## src/rtl/video_timing_gen.sv

```systemverilog
// video_timing_gen: raster timing generator.
//
// Free-running pixel/line counters with registered sync, active-draw and new-frame strobes,
// plus a frame counter. Every flag decodes the hcount/vcount value presented on the same
// cycle, because flags and counters are computed from the same next-state values.
//
// Optional feature (macro VIDEO_TIMING_DELAY_EN): hs/vs/ad are also passed through a
// SYNC_DELAY-deep shift register, so that they line up with a downstream pixel pipeline.
// When the macro is undefined, the *_dly outputs simply mirror hs/vs/ad_out.
//
// Ports:
//   pixel_clk_in  pixel clock, rising edge
//   rst_in        asynchronous active-high reset
//   hcount_out    pixel index in line, 0..TOTAL_H-1
//   vcount_out    line index in frame, 0..TOTAL_V-1
//   hs_out        horizontal sync, active-high
//   vs_out        vertical sync, active-high
//   ad_out        active draw (pixel visible)
//   nf_out        new-frame strobe, one cycle at (ACTIVE_H, ACTIVE_V)
//   fc_out        frame counter, wraps modulo 2^FC_WIDTH
//   hs_dly_out    hs_out retimed
//   vs_dly_out    vs_out retimed
//   ad_dly_out    ad_out retimed
module video_timing_gen #(
    parameter int unsigned ACTIVE_H   = 1280,
    parameter int unsigned H_FP       = 110,
    parameter int unsigned H_SYNC     = 40,
    parameter int unsigned H_BP       = 220,
    parameter int unsigned ACTIVE_V   = 720,
    parameter int unsigned V_FP       = 5,
    parameter int unsigned V_SYNC     = 5,
    parameter int unsigned V_BP       = 20,
    parameter int unsigned FC_WIDTH   = 6,
    parameter int unsigned SYNC_DELAY = 4
) (
    input  logic                pixel_clk_in,
    input  logic                rst_in,
    output logic [10:0]         hcount_out,
    output logic [9:0]          vcount_out,
    output logic                hs_out,
    output logic                vs_out,
    output logic                ad_out,
    output logic                nf_out,
    output logic [FC_WIDTH-1:0] fc_out,
    output logic                hs_dly_out,
    output logic                vs_dly_out,
    output logic                ad_dly_out
);

    localparam int unsigned TOTAL_H = ACTIVE_H + H_FP + H_SYNC + H_BP;
    localparam int unsigned TOTAL_V = ACTIVE_V + V_FP + V_SYNC + V_BP;

    // Thresholds carry one extra bit so a sync end equal to 2048/1024 still compares correctly.
    localparam logic [11:0] H_LAST   = 12'(TOTAL_H - 1);
    localparam logic [11:0] H_ACT    = 12'(ACTIVE_H);
    localparam logic [11:0] HS_START = 12'(ACTIVE_H + H_FP);
    localparam logic [11:0] HS_END   = 12'(ACTIVE_H + H_FP + H_SYNC);
    localparam logic [10:0] V_LAST   = 11'(TOTAL_V - 1);
    localparam logic [10:0] V_ACT    = 11'(ACTIVE_V);
    localparam logic [10:0] VS_START = 11'(ACTIVE_V + V_FP);
    localparam logic [10:0] VS_END   = 11'(ACTIVE_V + V_FP + V_SYNC);

    if (TOTAL_H - 1 > 2047) begin : g_h_range_chk
        $error("video_timing_gen: TOTAL_H-1 exceeds 11-bit hcount");
    end
    if (TOTAL_V - 1 > 1023) begin : g_v_range_chk
        $error("video_timing_gen: TOTAL_V-1 exceeds 10-bit vcount");
    end
    if (SYNC_DELAY < 1) begin : g_delay_chk
        $error("video_timing_gen: SYNC_DELAY must be >= 1");
    end

    logic [10:0]         h_q, h_d;
    logic [9:0]          v_q, v_d;
    logic                hs_q, hs_d, vs_q, vs_d, ad_q, ad_d, nf_q, nf_d;
    logic [FC_WIDTH-1:0] fc_q, fc_d;
    logic [11:0]         h_ext;
    logic [10:0]         v_ext;

    always_comb begin
        h_d = h_q + 11'd1;
        v_d = v_q;
        if ({1'b0, h_q} == H_LAST) begin
            h_d = '0;
            v_d = ({1'b0, v_q} == V_LAST) ? '0 : v_q + 10'd1;
        end
        h_ext = {1'b0, h_d};
        v_ext = {1'b0, v_d};
        ad_d  = (h_ext < H_ACT) && (v_ext < V_ACT);
        hs_d  = (h_ext >= HS_START) && (h_ext < HS_END);
        vs_d  = (v_ext >= VS_START) && (v_ext < VS_END);
        nf_d  = (h_ext == H_ACT) && (v_ext == V_ACT);
        fc_d  = nf_d ? fc_q + FC_WIDTH'(1) : fc_q;
    end

    // Reset parks the raster on its last back-porch pixel so the first edge lands on (0,0).
    always_ff @(posedge pixel_clk_in or posedge rst_in) begin
        if (rst_in) begin
            h_q  <= H_LAST[10:0];
            v_q  <= V_LAST[9:0];
            hs_q <= 1'b0;
            vs_q <= 1'b0;
            ad_q <= 1'b0;
            nf_q <= 1'b0;
            fc_q <= '0;
        end else begin
            h_q  <= h_d;
            v_q  <= v_d;
            hs_q <= hs_d;
            vs_q <= vs_d;
            ad_q <= ad_d;
            nf_q <= nf_d;
            fc_q <= fc_d;
        end
    end

    assign hcount_out = h_q;
    assign vcount_out = v_q;
    assign hs_out     = hs_q;
    assign vs_out     = vs_q;
    assign ad_out     = ad_q;
    assign nf_out     = nf_q;
    assign fc_out     = fc_q;

`ifdef VIDEO_TIMING_DELAY_EN
    // Each stage holds {hs, vs, ad}; the last stage is the output SYNC_DELAY cycles late.
    logic [SYNC_DELAY-1:0][2:0] dly_q;
    logic [SYNC_DELAY:0][2:0]   dly_chain;

    assign dly_chain = {dly_q, {hs_q, vs_q, ad_q}};

    always_ff @(posedge pixel_clk_in or posedge rst_in) begin
        if (rst_in) begin
            dly_q <= '0;
        end else begin
            dly_q <= dly_chain[SYNC_DELAY-1:0];
        end
    end

    assign hs_dly_out = dly_q[SYNC_DELAY-1][2];
    assign vs_dly_out = dly_q[SYNC_DELAY-1][1];
    assign ad_dly_out = dly_q[SYNC_DELAY-1][0];
`else
    assign hs_dly_out = hs_q;
    assign vs_dly_out = vs_q;
    assign ad_dly_out = ad_q;
`endif

endmodule
```

## config.mk

```make
export PLATFORM = sky130hd
export DESIGN_NAME = video_timing_gen
export DESIGN_NICKNAME = d
export VERILOG_FILES = /design/src/rtl/video_timing_gen.sv
export SDC_FILE = /design/constraint.sdc
export NUM_CORES = 1
export LEC_CHECK = 0
export CORE_MARGIN = 5
export CORE_UTILIZATION = 35
export CTS_BUF_LIST = sky130_fd_sc_hd__clkbuf_4
export DETAILED_ROUTE_END_ITERATION = 6
export SYNTH_ARGS = -nofsm -noshare
export SYNTH_HDL_FRONTEND = slang
export SYNTH_SLANG_ARGS = --single-unit
```

## constraint.sdc

```tcl
create_clock -name pixel_clk_in -period 8.2 [get_ports pixel_clk_in]
set_input_delay 2.46 -clock pixel_clk_in [delete_from_list [all_inputs] [get_ports pixel_clk_in]]
set_output_delay 2.46 -clock pixel_clk_in [all_outputs]
set_load 0.1 [all_outputs]
```

==> impl_metrics.yaml <==
run_status:
  status: "finished, final reports clean"
yosys:
  synth_top_area_cell: "dfrtp_1"
  synth_cells: 203
  seq_area_frac_synth: 0.425
  synth_area_leaders: "dfrtp_1 24%, dfstp_2 18%, nor2_1 4.4%, nand2_1 4.2%, xor2_1 3.8%"
  synth_edf_count: 0
  synth.top_cell.area_share: 0.242
  synth_most_common_cell: "nor2_1"
  synth_common_cells: "22 x nor2_1, 21 x nand2_1, 18 x dfrtp_1"
  netlist_area_mm2: 0.00186
  synth_top_flop_cell: "dfrtp_1"
  yosys_warnings: 0
  ys_ff_latch: 31
  syn_area_per_cell_um2: 9.18
  async_flop_share: 1.00
  synth_nets: 210
  yosysUniqueCellTypes: 50
final_layout:
  nNetsFinal: 242
  instances_no_fill: 305
  post-route-cell-area_mm2: 0.00230
  area_growth_pct: 23.2
  n_antenna_cell: 0
  drive_gt1_frac: 0.119
global_routing:
  track_usage: 0.131
  grt_pass1_wl_um: 7430
  antenna_found_initial: 0
  overflow: 0
  grt_start_max_net_pins: 32
  grt_pass1_vias: 1571
power_and_ir_drop:
  p_leak_nw: 0.925
  p_sw_w: 0.0000536
  p_per_area_mw_per_mm2: 104
  combPwrFrac: 0.015
  clkPwrFrac: 0.341
  vdd_drop_max_v: 0.0000626
  seqPwrFrac: 0.644
  p_int_w: 0.000184
  switching_share: 0.226
route:
  firstDrtPassIters: 4
  num_vias: 1623
  postRouteWirelength_um: 4360
  routedWlPerCell_um: 14.3
  drt-initial-drc-count: 145
  ant_nets: 0
  post-route-drc-count: 0
  viasPerCell: 5.32
clocking:
  cts_inserted_buffers: 5
  post_cts_buffers: 0
  cts_sinks: 31
  cts_buffer_depth: 2
  tritoncts: "done"
  cts_resized: 0
  h-tree-depth: 2
  hold_buffers: 0
  clk_pin_slew_ns: 0.10
  cts-root-buf: "clkbuf_4"
  worstSkewPairLatency_ns: 0.33
timing:
  fin_ws_ns: 3.58
  setup_tns_ns: 0
  fin_crit_sh: 0.564
  tightest_slew_ns: 0.985
  slew_headroom: 0.341
  drv_slew: 0
  hold-worst-slack_ns: 0.479
  max_clock_freq_mhz: 216
  finalClockSkew_ns: 0.00780
  hold_viol: 0
  min_period_ns: 4.62
  report.final.setup_viol: 0
  rsz0062_at_grt: "false"
placement:
  io_buffers: 35
  place_inst: 298
  gp_congestion: 0.792
  dpl.hpwl_um: 3210
  post_dp_cell_area_mm2: 0.00225
  pre_cts_slack_ns: 3.94
critical_path:
  cp_top_family: "buffers and inverters"
  timing_worst_setup_path_type: "reg -> out"
  cpMaxStageDelayCell: "clkdlybuf4s50_1"
  cp-startpoint: "vcount_out[3]"
  critPathLaunchType: "flop"
  critPathRequiredTime_ns: 5.74
  critPathMaxStageDelay_ns: 1.17
  cp-end-kind: "primary output"
  cp_num_buf_inv: 1
  worstPathArrival_ns: 2.16
  critPathMaxFanout: 12
  r2r_start: "hcount_out[0]"
  crit_chain: "clkdlybuf4s50_1"
worst_hold_path:
  hold_path.startpoint: "fc_out[5]"
  hp-class: "reg -> reg"
die:
  num_rows: 26
  coreArea_mm2: 0.00514
  start_util: 0.362
  fp.dieW_um: 83.0
  ios: 36
  fp.dieArea_mm2: 0.00688
  die_h_um: 83.0
job:
  drv_cap: 0
## sequential cells by signal, indices dropped and copies added (netlist names)
signal      count
ad_dly_out      1
vcount_out     10
hs_dly_out      1
nf_out          1
fc_out          6
vs_dly_out      1
hcount_out     11
## layout make-up
cell class | count | area (µm²)
Sequential cell | 31 | 792
Multi-Input combinational cell | 152 | 978
Tap cell | 70 | 87.6
Fill cell | 540 | 2840
Timing Repair Buffer | 36 | 358
Clock buffer | 5 | 37.5
Clock inverter | 2 | 8.76
Inverter | 9 | 33.8
## power by group through the flow
stage | Combinational [W] | Clock (W) | Sequential, W
2_1_floorplan | 0.00000221 | 0 | 0.000156
3_3_place_gp | 0.00000395 | 0 | 0.000156
3_5_place_dp | 0.00000397 | 0 | 0.000156
4_1_cts | 0.00000394 | 0.0000849 | 0.000153
5_1_grt | 0.00000444 | 0.0000914 | 0.000153
6_report | 0.00000361 | 0.0000811 | 0.000153
## layer usage
metal	GRT usage	routed length [µm]	vias up
li1	-	-	794
met1	0.186	2060	767
met3	0.0376	314	8
met2	0.191	1920	54
met4	0.0446	55	0
met5	0	0	-
## cells by family after synthesis
| kind of cell | after synthesis | share of synthesized area |
|---|---|---|
| muxes | 2 | 0.0121 |
| buffers and inverters | 20 | 0.0497 |
| AOI/OAI and AO/OA | 35 | 0.127 |
| and+or+nand+nor | 95 | 0.282 |
| xor gates and xnor gates | 15 | 0.0705 |
| adders and majority gates | 5 | 0.0336 |
| DFF | 31 | 0.425 |
## worst paths after layout
kind / slack [ns] / cells after the start / end
max: 3.58 / 1 / vcount_out[3]
min: 0.48 / 1 / fc_out[5]
max reg2reg: 4.77 / 8 / fc_out[1]
min reg2reg: 0.48 / 1 / fc_out[5]
max in group asynchronous: 5.38 / 3 / hcount_out[5]
min in group asynchronous: 2.50 / 3 / vs_dly_out
## through the flow
stage,power [W],util
after global placement,0.000160,0.438
after CTS,0.000242,0.447
final,0.000238,0.447
after detailed placement,0.000160,0.438
after floorplan,0.000158,-
after global routing,0.000249,0.447
## cells in the final DEF (no fill, tap or decap), types with 3 or more instances in the layout
master / netlist / final
o21ai_0: 8 / 8
clkbuf_4: 0 / 5
dfstp_2: 13 / 13
nor4_1: 3 / 3
and3_1: 4 / 4
nand2_1: 21 / 21
ha_1: 5 / 5
a21oi_1: 6 / 6
xor2_1: 8 / 8
nor4_2: 4 / 4
nand3_1: 11 / 11
nor2_1: 22 / 22
clkdlybuf4s50_1: 0 / 35
a41oi_1: 3 / 3
a31oi_1: 4 / 4
inv_1: 9 / 9
dfrtp_1: 18 / 18
nand4_1: 4 / 4
nor3_1: 9 / 9
xnor2_1: 7 / 7
No activity file was read; power rests on OpenSTA's default activity.
